## config.mk

```make
export PLATFORM = sky130hd
export DESIGN_NAME = ltm_frame_writer
export DESIGN_NICKNAME = d
export VERILOG_FILES = /design/src/rtl/ltm_writer_pkg.sv /design/src/rtl/ltm_pt_fifo.sv /design/src/rtl/ltm_frame_writer.sv
export SDC_FILE = /design/constraint.sdc
export NUM_CORES = 2
export LEC_CHECK = 0
export CAP_MARGIN = 20
export CORE_MARGIN = 2
export CORE_UTILIZATION = 55
export CTS_CLUSTER_SIZE = 40
export DETAILED_ROUTE_END_ITERATION = 16
export PLACE_DENSITY = 0.84
export RECOVER_POWER = 25
export SETUP_SLACK_MARGIN = 0.5
export SYNTH_ARGS = -nofsm -noshare
export SYNTH_HDL_FRONTEND = slang
export SYNTH_SLANG_ARGS = --single-unit
```

## constraint.sdc

```tcl
create_clock -name csi_clockreset_clk -period 11.7 [get_ports csi_clockreset_clk]
set_input_delay 2.34 -clock csi_clockreset_clk [delete_from_list [all_inputs] [get_ports csi_clockreset_clk]]
set_output_delay 2.34 -clock csi_clockreset_clk [all_outputs]
set_load 0.03 [all_outputs]
```

## src/rtl/ltm_writer_pkg.sv

```systemverilog
// ltm_writer_pkg: shared types and register map for the LTM frame writer
package ltm_writer_pkg;
  typedef enum logic [1:0] {IDLE, PT_ADDR, PT_WR, CLR_WR} state_t;
  localparam logic [3:0] REG_BASE   = 4'd0;
  localparam logic [3:0] REG_COLOR  = 4'd1;
  localparam logic [3:0] REG_CTRL   = 4'd2;
  localparam logic [3:0] REG_STATUS = 4'd3;
  localparam logic [3:0] REG_WCNT   = 4'd4;
  typedef struct packed {
    logic [9:0]  x;
    logic [9:0]  y;
    logic [31:0] colour;
  } pt_t;
endpackage

```

## src/rtl/ltm_pt_fifo.sv

```systemverilog
// ltm_pt_fifo: single-clock point FIFO with full/empty flags
module ltm_pt_fifo
  import ltm_writer_pkg::*;
#(
  parameter int DEPTH = 16
) (
  input  logic clk,
  input  logic rst,
  input  logic push_i,
  input  logic pop_i,
  input  pt_t  din_i,
  output pt_t  dout_o,
  output logic full_o,
  output logic empty_o
);
  localparam int AW = $clog2(DEPTH);
  pt_t mem [DEPTH];
  logic [AW-1:0] wp_q, rp_q;
  logic [AW:0] cnt_q;
  logic wr, rd;
  assign full_o  = cnt_q == (AW+1)'(DEPTH);
  assign empty_o = cnt_q == '0;
  assign wr      = push_i && !full_o;
  assign rd      = pop_i && !empty_o;
  assign dout_o  = mem[rp_q];
  // storage array, written only on an accepted push
  always_ff @(posedge clk) begin
    if (wr) mem[wp_q] <= din_i;
  end
  // pointers and occupancy; push+pop together leave the count unchanged
  always_ff @(posedge clk) begin
    if (rst) begin
      wp_q  <= '0;
      rp_q  <= '0;
      cnt_q <= '0;
    end else begin
      if (wr) wp_q <= wp_q + 1'b1;
      if (rd) rp_q <= rp_q + 1'b1;
      cnt_q <= (wr && !rd) ? cnt_q + 1'b1 : (!wr && rd) ? cnt_q - 1'b1 : cnt_q;
    end
  end
endmodule

```

## src/rtl/ltm_frame_writer.sv

```systemverilog
// ltm_frame_writer: Avalon-MM point/clear writer for the LTM frame buffer; define LTM_WRITER_BOUNDS_CHECK_EN to drop off-screen points
module ltm_frame_writer
  import ltm_writer_pkg::*;
#(
  parameter logic [31:0] ADDRESS_BASE   = 32'h0800_0000,
  parameter int          LTM_width      = 800,
  parameter int          LTM_height     = 480,
  parameter int          WR_BURST       = 64,
  parameter int          CMD_FIFO_DEPTH = 16
) (
  input  logic        csi_clockreset_clk,
  input  logic        csi_clockreset_reset,
  output logic [31:0] avm_m1_address,
  output logic        avm_m1_write,
  output logic [31:0] avm_m1_writedata,
  output logic [3:0]  avm_m1_byteenable,
  output logic [9:0]  avm_m1_burstcount,
  input  logic        avm_m1_waitrequest,
  input  logic [3:0]  avs_s1_address,
  input  logic        avs_s1_write,
  input  logic [31:0] avs_s1_writedata,
  input  logic        avs_s1_read,
  output logic [31:0] avs_s1_readdata,
  input  logic        avm_m1_export_iPtValid,
  input  logic [9:0]  avm_m1_export_iPtX,
  input  logic [9:0]  avm_m1_export_iPtY,
  input  logic [31:0] avm_m1_export_iPtColor,
  output logic        avm_m1_export_oPtReady,
  output logic        avm_m1_export_oBusy
);
  localparam int NBURST = LTM_width * LTM_height / WR_BURST;
  localparam int IW = $clog2(NBURST + 1);
  localparam int BW = $clog2(WR_BURST + 1);
  localparam logic [18:0] W19 = 19'(LTM_width);
  localparam logic [31:0] BSTEP = 32'(WR_BURST * 4);
  logic clk, rst;
  state_t state_q, state_d;
  pt_t pt_in, pt_q, fifo_out;
  logic push, pop, full, empty, accept, clr_start, clr_req, beat_last, burst_last;
  logic clr_pend_q;
  logic [31:0] base_q, col_q, addr_q, data_q, lat_base_q, wr_cnt_q, rd_mux, readdata_q;
  logic [15:0] drop_q;
  logic [IW-1:0] idx_q;
  logic [BW-1:0] beat_q;
  assign clk        = csi_clockreset_clk;
  assign rst        = csi_clockreset_reset;
  assign pt_in      = {avm_m1_export_iPtX, avm_m1_export_iPtY, avm_m1_export_iPtColor};
  assign push       = avm_m1_export_iPtValid && !full;
  assign accept     = !avm_m1_waitrequest;
  assign clr_start  = state_q == IDLE && clr_pend_q;
  assign pop        = state_q == IDLE && !clr_pend_q && !empty;
  assign beat_last  = state_q == CLR_WR && accept && beat_q == BW'(WR_BURST - 1);
  assign burst_last = beat_last && idx_q == IW'(NBURST - 1);
  assign clr_req    = avs_s1_write && avs_s1_address == REG_CTRL && avs_s1_writedata[0] && !clr_pend_q && state_q != CLR_WR;
  assign avm_m1_address    = addr_q;
  assign avm_m1_writedata  = data_q;
  assign avm_m1_byteenable = 4'hF;
  assign avs_s1_readdata   = readdata_q;

  ltm_pt_fifo #(.DEPTH(CMD_FIFO_DEPTH)) u_fifo (
    .clk(clk), .rst(rst), .push_i(push), .pop_i(pop), .din_i(pt_in),
    .dout_o(fifo_out), .full_o(full), .empty_o(empty)
  );

`ifdef LTM_WRITER_BOUNDS_CHECK_EN
  logic oob;
  assign oob = {22'd0, pt_q.x} >= 32'(LTM_width) || {22'd0, pt_q.y} >= 32'(LTM_height);
  // saturating count of off-screen points discarded in PT_ADDR
  always_ff @(posedge clk) begin
    if (rst) drop_q <= '0;
    else if (state_q == PT_ADDR && oob && drop_q != 16'hFFFF) drop_q <= drop_q + 1'b1;
  end
`else
  assign drop_q = '0;
`endif

  // FSM state register
  always_ff @(posedge clk) begin
    if (rst) state_q <= IDLE;
    else state_q <= state_d;
  end

  // next state: a pending clear wins over queued points only at IDLE
  always_comb begin
    state_d = state_q;
    case (state_q)
      IDLE:    state_d = clr_pend_q ? CLR_WR : (!empty ? PT_ADDR : IDLE);
`ifdef LTM_WRITER_BOUNDS_CHECK_EN
      PT_ADDR: state_d = oob ? IDLE : PT_WR;
`else
      PT_ADDR: state_d = PT_WR;
`endif
      PT_WR:   state_d = accept ? IDLE : PT_WR;
      CLR_WR:  state_d = burst_last ? IDLE : CLR_WR;
      default: state_d = IDLE;
    endcase
  end

  // bus control outputs decoded from the current state
  always_comb begin
    avm_m1_write           = state_q == PT_WR || state_q == CLR_WR;
    avm_m1_burstcount      = state_q == CLR_WR ? 10'(WR_BURST) : 10'd1;
    avm_m1_export_oBusy    = state_q != IDLE;
    avm_m1_export_oPtReady = !full;
  end

  // register read mux; the control register always reads back 0
  always_comb begin
    rd_mux = '0;
    case (avs_s1_address)
      REG_BASE:   rd_mux = base_q;
      REG_COLOR:  rd_mux = col_q;
      REG_STATUS: rd_mux = {drop_q, 14'd0, clr_pend_q || state_q == CLR_WR, state_q != IDLE};
      REG_WCNT:   rd_mux = wr_cnt_q;
      default:    rd_mux = '0;
    endcase
  end

  // software registers, operation latches, address/data generation and counters
  always_ff @(posedge clk) begin
    if (rst) begin
      base_q     <= ADDRESS_BASE;
      col_q      <= '0;
      clr_pend_q <= 1'b0;
      addr_q     <= '0;
      data_q     <= '0;
      lat_base_q <= ADDRESS_BASE;
      pt_q       <= '0;
      wr_cnt_q   <= '0;
      idx_q      <= '0;
      beat_q     <= '0;
      readdata_q <= '0;
    end else begin
      if (avs_s1_write && avs_s1_address == REG_BASE) base_q <= avs_s1_writedata;
      if (avs_s1_write && avs_s1_address == REG_COLOR) col_q <= avs_s1_writedata;
      if (clr_req) clr_pend_q <= 1'b1;
      else if (clr_start) clr_pend_q <= 1'b0;
      if (clr_start) begin
        addr_q <= base_q;
        data_q <= col_q;
        idx_q  <= '0;
        beat_q <= '0;
      end
      if (pop) begin
        pt_q       <= fifo_out;
        lat_base_q <= base_q;
        data_q     <= fifo_out.colour;
      end
      if (state_q == PT_ADDR) addr_q <= lat_base_q + {11'd0, 19'(pt_q.y) * W19 + 19'(pt_q.x), 2'b00};
      if (state_q == PT_WR && accept) wr_cnt_q <= wr_cnt_q + 1'b1;
      if (state_q == CLR_WR && accept) begin
        beat_q <= beat_last ? '0 : beat_q + 1'b1;
        if (beat_last) begin
          idx_q  <= idx_q + 1'b1;
          addr_q <= addr_q + BSTEP;
        end
      end
      if (avs_s1_read) readdata_q <= rd_mux;
    end
  end
endmodule

```

==> impl_metrics.py <==
metrics = {
    "sta": {
        "setup_violations": 0,
        "fin_crit_ns": 5.95,
        "grt_setup_unrepaired": "false",
        "worst_hold_slack_ns": 0.459,
        "period_share_pct": 50.9,
        "max_freq_mhz": 168,
        "finalSetupTns_ns": 0,
        "final-max-slew-violation-count": 77,
        "worst_slew_pin_slew_ns": 3.67,
        "hold_violations": 0,
        "skew_ns": 0.0401,
        "relSlewSlack_pct": -144,
    },
    "setup_path": {
        "rr_startpoint": "pt_q[36]",
        "critical_path_class": "primary input to flip-flop",
        "crit_start": "csi_clockreset_reset",
        "cp.arrival_ns": 6.52,
        "startpoint_type": "primary input",
        "required_ns": 12.27,
        "cp-end-kind": "flip-flop",
        "worstPathMaxFanout": 104,
    },
    "clocking": {
        "cts_setup_buffers": 0,
        "clkSinkCount": 1116,
        "clock_latency_ns": 0.71,
        "cts_tree": "done",
        "cts_root_buffer": "clkbuf_16",
        "ctsResizeCount": 0,
        "path_clk_slew_ns": 0.06,
        "ctsHoldBuffers": 0,
        "cts_buffer_depth": 3,
        "cts_inserted_buffers": 106,
        "cts-htree-levels": 3,
    },
    "yosys": {
        "synthTopCellsByArea": "edfxtp_1 55%, mux4_2 13%, dfxtp_1 13%",
        "syn_avg_cell_area_um2": 15.4,
        "ys_ff_latch": 1116,
        "ys_types": 73,
        "synth_area_mm2": 0.0455,
        "synth_flop_cell": "edfxtp_1",
        "yosysWarnings": 0,
        "synthCells": 2944,
        "yosysSeqAreaShare_pct": 67.5,
        "yosysTopAreaCell": "edfxtp_1",
        "synth_top_area_share_pct": 55.0,
        "synth-edff-count": 832,
        "postSynth.asyncResetShare_pct": 0,
    },
    "layout": {
        "syn_to_final_growth_pct": 14.2,
        "drive_gt1_share_pct": 15.6,
        "seqCellArea_mm2": 0.0307,
        "multi_input_area_mm2": 0.0141,
        "nFillCells": 5385,
        "nets": 3295,
    },
    "global_route": {
        "grt_max_degree": 120,
        "grt_antenna_before_repair": 21,
        "grt_pass1_wl_mm": 186,
        "grt_pass1_vias": 27800,
        "grt_use_total_pct": 29.7,
        "grt-ovfl-total": 0,
    },
    "die": {
        "row_count": 105,
        "initial_utilization_pct": 55.5,
        "chipHeight_um": 292,
        "die_width_um": 292,
        "fp.coreArea_mm2": 0.0820,
        "die-area_mm2": 0.0850,
        "io_pins": 207,
    },
    "power_and_ir_drop": {
        "power_density_mw_per_mm2": 218,
        "leakagePower_nw": 16.7,
        "ir_drop_mv": 0.140,
    },
    "detailed_routing": {
        "drt-total-wl_mm": 127,
        "first_pass_iters": 10,
        "drc_errors": 0,
        "num_vias": 28500,
        "ant_nets": 0,
        "drtIter0Drc": 4206,
        "wire_per_inst_um": 29.5,
        "vias_per_cell": 6.65,
    },
    "place": {
        "gp_congestion": 0.906,
        "port_buffers": 194,
        "detailed_place_hpwl_mm": 71.0,
    },
    "run_status": {
        "status": "finished, violations left",
        "violations": "capacitance limit, slew limit",
    },
    "run": {
        "cap_viol_max_count": 1,
    },
    "worst_hold_path": {
        "hold_start": "lat_base_q[1]",
        "hold_class": "flip-flop to flip-flop",
    },
}
## layer usage
layer	vias to the layer above	GRT usage (%)	share of wire, %
li1	11800	-	-
met1	14100	38.1	35
met2	2218	46.8	48
met3	385	6.96	11
met4	20	16.9	5.9
met5	-	0	0.096
## metrics by stage
stage	util, %	total power, mW	area [µm²]	setup slack [ns]	std cells
after floorplan	-	6.93	45500	4.73	2954
after detailed placement	59.2	7.90	48500	6.10	4083
after global placement	59.2	7.81	48500	6.33	4083
after global routing	63.3	11.7	51900	5.42	4285
final	63.3	11.3	51900	5.75	4289
after CTS	63.3	11.3	51900	6.34	4278
## cell usage after synthesis, types with 8 or more instances
master      n
a222oi_1   64
nor3_1     27
buf_4      13
fa_1        8
o21ai_0    37
and3_1     26
a22oi_1     8
a21oi_1   213
edfxtp_1  832
mux4_2    260
and4_1      9
dfxtp_1   284
xor2_1     56
nand3_1    39
nand2_1   334
inv_1      31
nor2_1    221
nand4_1    28
a211oi_1   14
or3_1       9
buf_1       8
clkbuf_1  130
buf_2      25
a21o_1     13
ha_1       70
nand2b_1    9
xnor2_1    41
## cells in the final DEF (no fill, tap or decap), drive strengths merged, types with 12 or more instances in the layout
cell           count
xor2              56
nand4             29
ha                70
dlygate4sd3       37
nand3             39
clkdlybuf4s50    156
xnor2             41
clkinv            37
dfxtp            284
a222oi            64
nor2             222
a21oi            213
inv               36
a21o              13
o21ai             44
buf               49
edfxtp           832
and3              26
clkbuf           148
nand2            334
mux4             260
conb              12
a211oi            14
nor3              29
## power breakdown
group	switching (mW)	internal, mW
clock	1.51	1.85
combinational	1.89	1.36
sequential	0.248	4.48
total	3.65	7.68
## layout make-up
class | instances | area share (%)
clock buffer | 147 | 5.60
timing repair buffer | 243 | 4.52
multi-input combinational | 1624 | 27.1
tap | 1070 | 2.58
inverter | 32 | 0.231
clock inverter | 48 | 0.853
antenna | 9 | 0.0434
sequential | 1116 | 59.1
## state kept, by name (all words and copies together) (netlist names), named ones only
| register | flops |
|---|---|
| u_fifo.mem | 832 |
| avs_s1_readdata | 32 |
| col_q | 32 |
| wr_cnt_q | 32 |
| beat_q | 7 |
| avm_m1_address | 32 |
| avm_m1_writedata | 32 |
| idx_q | 13 |
| base_q | 32 |
| clr_pend_q | 1 |
| state_q | 2 |
| pt_q | 20 |
| u_fifo.wp_q | 4 |
| u_fifo.rp_q | 4 |
| lat_base_q | 32 |
| u_fifo.cnt_q | 5 |
## cell families after synthesis
| kind of cell | count (synthesis) | share of synthesized area, % |
|---|---|---|
| flops | 1116 | 67.5 |
| simple gates | 752 | 7.34 |
| compound gates | 416 | 5.91 |
| mux | 269 | 13.1 |
| buf+inv | 214 | 2.04 |
| xor+xnor | 97 | 1.87 |
| fa+ha+maj | 78 | 2.28 |
| other cells | 2 | 0.0165 |
## final timing paths
path	slack, ns	end	cells after the start
max	5.75	idx_q[5]	4
min	0.46	lat_base_q[1]	2
max reg2reg	6.32	avm_m1_address[26]	21
min reg2reg	0.46	lat_base_q[1]	2
## critical path: stages
cell and delay [ns]:
clkbuf_1 2.53, buf_4 1.14, or2_2 0.40, nor2_1 0.08
(Power assumes the default switching activity.)
